`src/rtl/cell_test_pkg.sv`:
```
// Shared types and truth-table constants for the 4-input cell stimulus checker.
package cell_test_pkg;

  typedef enum logic [1:0] {
    IDLE,
    APPLY,
    SAMPLE,
    FINISH
  } state_t;

  // Truth tables indexed by {A1,A2,A3,A4}
  localparam logic [15:0] NAND4_TT = 16'h7FFF;
  localparam logic [15:0] AND4_TT  = 16'h8000;
  localparam logic [15:0] OR4_TT   = 16'hFFFE;
  localparam logic [15:0] NOR4_TT  = 16'h0001;

  localparam logic [3:0] VEC_LAST = 4'hF;
  localparam logic [4:0] ERR_MAX  = 5'd16;

endpackage

```
`src/rtl/settle_timer.sv`:
```
// Counts settle cycles for one stimulus vector; expired flags the last hold cycle.
module settle_timer #(
  parameter int unsigned SETTLE = 10
) (
  input  logic clk,
  input  logic rst,
  input  logic load,
  input  logic en,
  output logic expired
);

  logic [7:0] cnt;

  // NOTE: sequential state uses non-blocking assignments so every flop samples pre-edge values.
  always_ff @(posedge clk) begin
    if (rst) begin
      cnt <= '0;
    end else if (load) begin
      cnt <= '0;
    end else if (en) begin
      cnt <= cnt + 8'd1;
    end
  end

  assign expired = (cnt == 8'(SETTLE - 1));

endmodule

```
`src/rtl/cell4_stim_check.sv`:
```
// Exhaustive stimulus generator and checker for a 4-input combinational cell.
module cell4_stim_check
  import cell_test_pkg::*;
#(
  parameter int unsigned SETTLE = 10,
  parameter logic [15:0] EXPECT = NAND4_TT
) (
  input  logic       CK,
  input  logic       RST,
  input  logic       START,
  input  logic       ZN,
  output logic       A1,
  output logic       A2,
  output logic       A3,
  output logic       A4,
  output logic       BUSY,
  output logic       DONE,
  output logic       PASS,
  output logic [4:0] ERR_CNT,
  output logic [3:0] FAIL_VEC,
  output logic       FAIL_VALID
);

  state_t     state;
  state_t     state_nxt;
  logic [3:0] vec;
  logic       tmr_load;
  logic       tmr_en;
  logic       tmr_expired;
  logic       mismatch;
  logic [4:0] err_nxt;

  settle_timer #(
    .SETTLE (SETTLE)
  ) u_settle_timer (
    .clk     (CK),
    .rst     (RST),
    .load    (tmr_load),
    .en      (tmr_en),
    .expired (tmr_expired)
  );

  // NOTE: every signal driven here gets a default first, so no path can infer a latch.
  always_comb begin
    state_nxt = state;
    tmr_load  = 1'b0;
    tmr_en    = 1'b0;
    case (state)
      IDLE: begin
        if (START) begin
          state_nxt = APPLY;
          tmr_load  = 1'b1;
        end
      end
      APPLY: begin
        tmr_en = 1'b1;
        if (tmr_expired) state_nxt = SAMPLE;
      end
      SAMPLE: begin
        tmr_load  = 1'b1;
        state_nxt = (vec == VEC_LAST) ? FINISH : APPLY;
      end
      FINISH:  state_nxt = IDLE;
      default: state_nxt = IDLE;
    endcase
  end

  // Case inequality so an unknown or floating ZN is reported, never silently matched
  assign mismatch = (state == SAMPLE) && (ZN !== EXPECT[vec]);
  assign err_nxt  = (mismatch && (ERR_CNT != ERR_MAX)) ? ERR_CNT + 5'd1 : ERR_CNT;

  always_ff @(posedge CK) begin
    if (RST) begin
      state      <= IDLE;
      vec        <= '0;
      PASS       <= 1'b0;
      ERR_CNT    <= '0;
      FAIL_VEC   <= '0;
      FAIL_VALID <= 1'b0;
    end else begin
      state <= state_nxt;
      case (state)
        IDLE: begin
          if (START) begin
            vec        <= '0;
            PASS       <= 1'b0;
            ERR_CNT    <= '0;
            FAIL_VEC   <= '0;
            FAIL_VALID <= 1'b0;
          end
        end
        SAMPLE: begin
          ERR_CNT <= err_nxt;
          if (mismatch && !FAIL_VALID) begin
            FAIL_VEC   <= vec;
            FAIL_VALID <= 1'b1;
          end
          // PASS is settled on the final sample so it is already valid while DONE is high
          if (vec != VEC_LAST) vec <= vec + 4'd1;
          else                 PASS <= (err_nxt == 5'd0);
        end
        FINISH:  vec <= '0;
        default: ;
      endcase
    end
  end

  assign {A1, A2, A3, A4} = (state == APPLY || state == SAMPLE) ? vec : 4'b0000;
  assign BUSY             = (state != IDLE);
  assign DONE             = (state == FINISH);

endmodule

```
`config.mk`:
```
export PLATFORM = sky130hd
export DESIGN_NAME = cell4_stim_check
export DESIGN_NICKNAME = d
export VERILOG_FILES = /design/src/rtl/cell_test_pkg.sv /design/src/rtl/settle_timer.sv /design/src/rtl/cell4_stim_check.sv
export SDC_FILE = /design/constraint.sdc
export NUM_CORES = 1
export LEC_CHECK = 0
export BUFFER_PORTS_ARGS = -buffer_cell sky130_fd_sc_hd__buf_2
export CORE_MARGIN = 4
export CORE_UTILIZATION = 40
export DETAILED_ROUTE_END_ITERATION = 10
export SYNTH_ARGS = -nofsm -noshare
export SYNTH_HDL_FRONTEND = slang
export SYNTH_SLANG_ARGS = --single-unit
```
`constraint.sdc`:
```
create_clock -name CK -period 2.1 [get_ports CK]
set_input_delay 0.105 -clock CK [delete_from_list [all_inputs] [get_ports CK]]
set_output_delay 0.105 -clock CK [all_outputs]
set_load 0.005 [all_outputs]
```
==> flow_summary.ini, run 1 <==
[outcome]
outcome = finished, final reports clean

[drt]
wl_mm = 3.560
drc = 0
routed_via_density = 5.581
num_vias = 1373
drt-initial-drc-count = 124
routedWlPerCell_um = 14.47
drtPass1Iterations = 4
antenna_left = 0

[clock_tree]
cts.htree.levels = 1
clkLatencyLatePin_ps = 270
post_cts_buffers = 0
numCtsBuffers = 3
ctsHoldBuffers = 0
cts-root-buf = clkbuf_8
ctsResizeCount = 0
clock_sinks = 26
cts_max_path_buffers = 2
cts_tree = done
clkTransAtPathRegs_ps = 90

[setup_path]
cp.arrival_ps = 1980
crit_path_end_kind = register
worstPathRequired_ps = 2260
startpoint = u_settle_timer.cnt[0]
path_class = reg -> reg
cp_max_fo = 4
r2r_start = u_settle_timer.cnt[0]
cp-start-kind = register

[synthesis]
syn_nets = 190
ys_seq_area_frac = 0.3449
synth_ff_type = dfxtp_1
synth_area_um2 = 1509
async_reset_ff_frac = 0
avgSynthCellArea_um2 = 8.574
yosys.area.top_type = dfxtp_1
ys_ff_latch = 26
synth.distinct_cells = 44
synth_edf_count = 0
yosys_warnings = 0
synth_area_leaders = dfxtp_1 34%, ha_1 8.3%, a21oi_1 5.6%
netlist_instances = 176
synth_top_area_frac = 0.3449

[sta]
skew_ps = 2.656
fin_setup_tns_ps = 0
period_share = 0.8661
hold_violations = 0
tightest_slew_ps = 563.7
drv_slew = 0
slew_headroom = 0.6229
setup_violations = 0
fin_crit_ps = 1819
max_freq_mhz = 549.8
rsz0062_at_grt = false

[power]
power_density_nw_per_um2 = 897.9
comb_power_share = 0.361
vdd_drop_max_mv = 0.4560
p_int_w = 0.001000
switching_share = 0.3582
clkPwrFrac = 0.272
switchingPower_w = 0.0005581
p_seq_frac = 0.368
p_leak_nw = 0.6866

[floorplan]
die_height_um = 69.42
die_w_um = 69.42
start_util = 0.4122
dieArea_um2 = 4819
core-area_um2 = 3661
io_pins = 21
placementRows = 22

[global_route]
grt.overflow.total = 0
grt_pass1_wl_mm = 6.251
antenna_found_initial = 0
grt_pass1_vias = 1366
track_usage = 0.1557
grt_max_degree = 20

[finish]
areaGrowthSynthToFinish_pct = 15.01
diodes = 0
postLayoutCellArea_um2 = 1735
drive_above_1_share = 0.1970
nNetsFinal = 213

[min_path]
hp-start = RST
hold_class = in -> reg

[placed_design]
io_buffers = 20
finalWeightedCongestion = 0.8190
dpl_cell_area_um2 = 1659
hpwl_mm = 2.617

[job]
maxCapViolCount = 0
[path summary, 6_finish.rpt]
kind / cells past startpoint / end / slack [ps]
max: 5 / state[1] / 280
min: 2 / vec[3] / 230
max reg2reg: 5 / state[1] / 280
min reg2reg: 2 / FAIL_VEC[3] / 480
[worst max-delay path, cell delays in order (launching register included)]
cell,delay (ps)
dfxtp_1,410
ha_1,160
or4b_1,470
o41a_1,370
o31ai_2,200
a21oi_1,90
[power groups by stage]
| stage | Sequential [W] | Combinational (W) | Clock, W |
|---|---|---|---|
| 4_1_cts | 0.000573 | 0.000558 | 0.000435 |
| 2_1_floorplan | 0.000572 | 0.000398 | 0 |
| 3_5_place_dp | 0.000585 | 0.000555 | 0 |
| 5_1_grt | 0.000582 | 0.000631 | 0.000453 |
| 3_3_place_gp | 0.000576 | 0.000537 | 0 |
| 6_report | 0.000573 | 0.000562 | 0.000423 |
[final cells by class]
class	instances	area (um^2)
clock buffers	3	41.29
clock inverters	1	30.03
fillers	363	1926
inverters	12	45.04
multi-input cells	131	900.9
flip-flops and latches	26	520.5
well taps	48	60.06
repair buffers	25	137.6
[registers in the layout (all words and copies together) (netlist names), named ones only]
signal and count:
state 2, PASS 1, FAIL_VALID 1, FAIL_VEC 4
u_settle_timer.cnt 8, vec 4, ERR_CNT 5
[kinds of logic (layout without fill, tap and decap cells)]
| group | count (synthesis) | after routing | share of synthesized area |
|---|---|---|---|
| AND/OR/NAND/NOR | 62 | 62 | 0.2380 |
| AO/OA/AOI/OAI | 51 | 51 | 0.2255 |
| flip-flops | 26 | 26 | 0.3449 |
| buffers and inverters | 19 | 41 | 0.06135 |
| adder cells (fa/ha/maj) | 10 | 10 | 0.08292 |
| XOR/XNOR | 7 | 7 | 0.04063 |
| multiplexers | 1 | 1 | 0.006634 |
[cell usage after synthesis (4+ instances only)]
library cell,instances
a211oi_1,4
a21oi_1,17
a31oi_1,4
and2_1,4
clkbuf_1,4
dfxtp_1,26
ha_1,10
inv_1,12
nand2_1,12
nand3_1,4
nand4_1,7
nor2_1,9
o21ai_0,12
xor2_1,4
[layer usage]
| layer | vias to the layer above | GRT usage | part of all wire |
|---|---|---|---|
| met5 | - | 0 | 0 |
| met4 | 0 | 0.06074 | 0.013 |
| met3 | 5 | 0.03043 | 0.049 |
| met2 | 38 | 0.2564 | 0.48 |
| met1 | 642 | 0.1995 | 0.45 |
| li1 | 688 | - | - |
[cell usage in the layout (no fill, tap or decap), drive strengths merged, types with 3 or more instances in the layout]
master  netlist  final
xor2          4      4
nor2          9      9
nor2b         3      3
nand4         7      7
inv          12     12
o31ai         3      3
buf           0     25
dfxtp        26     26
xnor2         3      3
nand2        12     12
a211oi        4      4
and3          5      5
a21oi        17     17
a31oi         4      4
ha           10     10
and2          4      4
clkbuf        7      3
nand3         4      4
o21ai        12     12
nor4          3      3
[through the flow]
stage | util | worst slack [ps] | hold WS [ps] | power [W] | instances
after global routing | 0.4740 | 123.0 | 235.0 | 0.001665 | 246
after floorplan | - | 360.6 | 317.1 | 0.0009697 | 176
after detailed placement | 0.4532 | 170.8 | 465.9 | 0.001140 | 242
after CTS | 0.4727 | 151.9 | 225.9 | 0.001567 | 246
after global placement | 0.4532 | 237.5 | 460.2 | 0.001114 | 242
final | 0.4740 | 281.1 | 230.9 | 0.001558 | 246
(Power assumes the default switching activity.)
==> run 2: changes to the inputs <==
CORE_UTILIZATION = 30   (was 40)
GPL_TIMING_DRIVEN = 0   (was not set)
HOLD_SLACK_MARGIN = 0.02   (was not set)
==> run 2 against run 1 <==
Effect of this change: register-to-register slack got worse by 50 ps; clock power decreased by 22%; core utilization decreased by 11 points; count of clock-buffer cells in the layout increased by 1; global-route usage decreased by 3.9 points; non-clock buffer count increased by 1; worst setup slack got worse by 48 ps.
==> flow_summary.ini, run 2 (synthesis results as in run 1) <==
[finish]
fillers = 520
largest_reg_flops = 8
nNetsFinal = 214
drive_above_1_share = 0.1859
final_cells = 266
diodes = 0
regMostFlops = u_settle_timer.cnt
final_cell_mix = 26 x dfxtp_1, 19 x buf_2, 17 x a21oi_1
reg.largest.list = u_settle_timer.cnt: 8 flops, ERR_CNT: 5 flops
layout_commonest_cell = dfxtp_1
areaGrowthSynthToFinish_pct = 16.17
postLayoutCellArea_um2 = 1753

[sta]
fin_crit_ps = 1866
setup_violations = 0
drv_slew = 0
slew_headroom = 0.6376
tightest_slew_ps = 541.8
hold_violations = 0
timing.hold.ws_ps = 69.69
timing.final.ws_setup_ps = 233.6
skew_ps = 3.978
fin_setup_tns_ps = 0
period_share = 0.8887
max_freq_mhz = 535.8
rsz0062_at_grt = false

[clock_tree]
cts_tree = done
numCtsBuffers = 3
clkLatencyLatePin_ps = 280
clkTransAtPathRegs_ps = 90
cts-root-buf = clkbuf_8
cts_max_path_buffers = 2
cts.htree.levels = 1
ctsHoldBuffers = 0
clock_sinks = 26

[setup_path]
reg2reg_depth = 5
slowest_delay_ps = 480
cp-start-kind = register
crit_path_end_kind = register
reg2reg_slack_ps = 230
r2r_start = u_settle_timer.cnt[0]
worstPathRequired_ps = 2270
cp_max_fo = 4
crit_chain = ha_1 > or4b_1 > o41a_1 > nor4_1 > nor3_1
critical-path-top-delay-family = simple AND/OR/NAND/NOR gates
path_class = reg -> reg
slowest_stage = or4b_1
path_buf_inv = 0
timing.rr.end = state[0]
cp.arrival_ps = 2030

[drt]
routed_via_density = 4.947
wl_mm = 3.459
num_vias = 1316
drc = 0
routedWlPerCell_um = 13.00
drtPass1Iterations = 4
antenna_left = 0
drt-initial-drc-count = 62

[power]
power_density_nw_per_um2 = 818.1
vdd_drop_max_mv = 0.3206
p_leak_nw = 0.6790

[global_route]
grt_pass1_vias = 1253
grt_pass1_wl_mm = 5.885
grt_max_degree = 15
antenna_found_initial = 0
grt.overflow.total = 0
track_usage = 0.1166

[floorplan]
dieArea_um2 = 6228
io_pins = 21
placementRows = 25
die_w_um = 78.92
core-area_um2 = 4786
die_height_um = 78.92
start_util = 0.3153

[job]
maxCapViolCount = 0

[min_path]
hp-start = RST
hold_depth = 2
min_to = ERR_CNT[4]
hold_class = in -> reg

[placed_design]
dpl.cell_count = 262
finalWeightedCongestion = 0.8039
dpl_cell_area_um2 = 1688
hpwl_mm = 2.596
io_buffers = 19
dp_slack_ps = 16.27

[outcome]
outcome = finished, final reports clean
[run 2: cell types whose count changed in the layout (fill, tap and decap cells not counted)]
cell and delta:
nor4_2 +1, buf_2 -1, clkbuf_8 +3, buf_4 -5
nor4_1 -1, clkbuf_2 +2, ha_2 -1, clkbuf_1 +3
bufinv_16 -1, ha_1 +1
[run 2: area by class of cell]
class	instances	area, um^2	area share
flip-flops and latches	26	520.5	0.2969
multi-input cells	131	904.6	0.5161
clock buffers	4	55.05	0.03141
inverters	12	45.04	0.02570
plain buffers	7	48.80	0.02784
well taps	67	83.83	0.04782
repair buffers	19	95.09	0.05425
[run 2: stage by stage]
| stage | util | total power (W) |
|---|---|---|
| global placement | 0.3527 | 0.001107 |
| finish | 0.3663 | 0.001434 |
| floorplan | - | 0.0009697 |
| detailed placement | 0.3527 | 0.001110 |
| CTS | 0.3655 | 0.001451 |
| global route | 0.3663 | 0.001558 |
[run 2: report_power, final]
| group | switching [W] | internal [W] | total (W) |
|---|---|---|---|
| combinational | 0.000335 | 0.000196 | 0.000531 |
| clock | 0.000164 | 0.000168 | 0.000332 |
| sequential | 0.0000429 | 0.000528 | 0.000571 |
| total | 0.000542 | 0.000892 | 0.00143 |
[run 2: worst max-delay path by stage]
stage,start,to,slack (ps),cells after the start
2_1_floorplan,state[0],FAIL_VEC[0],360,7
3_3_place_gp,state[0],FAIL_VEC[3],40,7
3_5_place_dp,state[0],FAIL_VEC[1],20,7
4_1_cts,state[0],ERR_CNT[4],70,7
5_1_grt,state[0],ERR_CNT[4],40,7
6_report,u_settle_timer.cnt[0],state[0],230,5
[run 2: timing repair]
item,in CTS,in global routing
setup endpoints to repair,3,7
gates resized for setup,1,3
setup buffers,0,0
[run 2: worst register-to-register path: stages, from the launching register on]
cell and delay [ps]:
dfxtp_1 410, ha_1 170, or4b_1 480, o41a_1 370
nor4_1 230, nor3_1 80
[run 2: layer usage]
metal	global-route usage	vias to the layer above	share of wire
li1	-	685	-
met1	0.1483	608	0.49
met2	0.1978	19	0.46
met3	0.02154	4	0.040
met4	0.03952	0	0.012
met5	0	-	0
==> run 3: changes to the inputs <==
BUFFER_PORTS_ARGS = -buffer_cell sky130_fd_sc_hd__buf_4   (was -buffer_cell sky130_fd_sc_hd__buf_2)
==> run 3 against run 2 <==
Effect of this change: register-to-register slack about the same; routed wire length increased by 0.38%; fmax increased by 0.24%; first-iteration DRC count decreased by 9.7%; count of clock-buffer cells in the layout decreased by 1; core utilization increased by 0.89 points; clock power decreased by 14%; critical path depth increased by 2; power decreased by 1.2%; global-route usage decreased by 0.093 points; critical endpoint is now ERR_CNT[4]; largest cell class unchanged; largest power group unchanged.
==> flow_summary.ini, run 3 (synthesis results as in run 1) <==
[outcome]
outcome = finished, final reports clean

[finish]
reg.largest.list = u_settle_timer.cnt: 8 flops, ERR_CNT: 5 flops
diodes = 0
drive_above_1_share = 0.1818
layout_commonest_cell = dfxtp_1
nNetsFinal = 214
regMostFlops = u_settle_timer.cnt
final_cell_mix = 26 x dfxtp_1, 19 x buf_4, 17 x a21oi_1
final_cells = 265
largest_reg_flops = 8
areaGrowthSynthToFinish_pct = 18.99

[floorplan]
dieArea_um2 = 6228
io_pins = 21
core-area_um2 = 4786
start_util = 0.3153
die_height_um = 78.92
die_w_um = 78.92
placementRows = 25

[sta]
slew_headroom = 0.6311
period_share = 0.8866
fin_setup_tns_ps = 0
drv_slew = 0
max_freq_mhz = 537.1
rsz0062_at_grt = false
fin_crit_ps = 1862
tightest_slew_ps = 549.3
hold_violations = 0
setup_violations = 0
skew_ps = 6.633
timing.hold.ws_ps = 67.97

[global_route]
grt_pass1_wl_mm = 5.878
grt.overflow.total = 0
grt_max_degree = 14
track_usage = 0.1156
antenna_found_initial = 0
grt_pass1_vias = 1296

[power]
p_leak_nw = 0.6722
power_density_nw_per_um2 = 789.2
vdd_drop_max_mv = 0.2856

[placed_design]
finalWeightedCongestion = 0.8225
hpwl_mm = 2.597
dpl.cell_count = 262
io_buffers = 19

[clock_tree]
cts-root-buf = clkbuf_8
numCtsBuffers = 3
clkLatencyLatePin_ps = 270
cts.htree.levels = 1
cts_tree = done
ctsHoldBuffers = 0
clkTransAtPathRegs_ps = 90
cts_max_path_buffers = 2
clock_sinks = 26

[drt]
wl_mm = 3.472
routedWlPerCell_um = 13.10
routed_via_density = 5.064
num_vias = 1342
drt-initial-drc-count = 56
antenna_left = 0
drtPass1Iterations = 4
drc = 0

[setup_path]
worstPathRequired_ps = 2280
cp_max_fo = 10
crit_path_end_kind = register
path_class = reg -> reg
cp-start-kind = register
cp.arrival_ps = 2050

[job]
maxCapViolCount = 0

[min_path]
hold_class = in -> reg
## run 3: cell types whose count changed in the layout (fill, tap and decap cells not counted)
cell / before / now
buf_2: 19 / 0
buf_4: 0 / 19
clkbuf_8: 6 / 5
nor4_2: 1 / 0
nor4_4: 0 / 1
## run 3: cell type report
cell class                      instances  area [um^2]
Tap cell                               67        83.83
Sequential cell                        26        520.5
Multi-Input combinational cell        131        913.4
Timing Repair Buffer                   19        142.6
Buffer                                  7        48.80
Inverter                               12        45.04
Clock buffer                            3        41.29
Fill cell                             499         2990
## run 3: power breakdown
group	switching, W	internal [W]	total [W]
clock network	0.000157	0.000129	0.000286
logic	0.000349	0.000210	0.000559
registers	0.0000440	0.000528	0.000572
total	0.000550	0.000867	0.00142
## run 3: critical path: stages, from the launching register on
cell and delay (ps):
dfxtp_1 420, inv_1 110, ha_1 270, nor2b_1 150, clkbuf_2 210, nor2_2 270, a21oi_1 110, a311oi_1 230
## run 3: timing repair
action	CTS	global route
buffers inserted	0	0
setup endpoints to repair	4	11
resized for setup	1	4
## run 3: worst paths after layout
path	startpoint	to	slack, ps	depth (start not counted)
worst max-delay path	state[0]	ERR_CNT[4]	240	7
worst min-delay path	RST	vec[1]	70	2
worst max register to register	state[0]	ERR_CNT[4]	240	7
worst min register to register	FAIL_VEC[1]	FAIL_VEC[1]	480	2
## run 3: per-stage QoR
step	cell area (um^2)	total power, W	util	worst slack (ps)
final	1795	0.001417	0.3752	238.2
after floorplan	1509	0.0009697	-	360.6
after detailed placement	1735	0.001123	0.3626	7.126
after global placement	1735	0.001122	0.3626	35.23
after global routing	1795	0.001523	0.3752	29.65
after CTS	1783	0.001415	0.3725	73.94
## run 3: routing by layer
| metal | GRT usage | share of wire |
|---|---|---|
| met5 | 0 | 0 |
| met4 | 0.02577 | 0.0069 |
| met3 | 0.02494 | 0.043 |
| met2 | 0.2063 | 0.48 |
| met1 | 0.1422 | 0.47 |
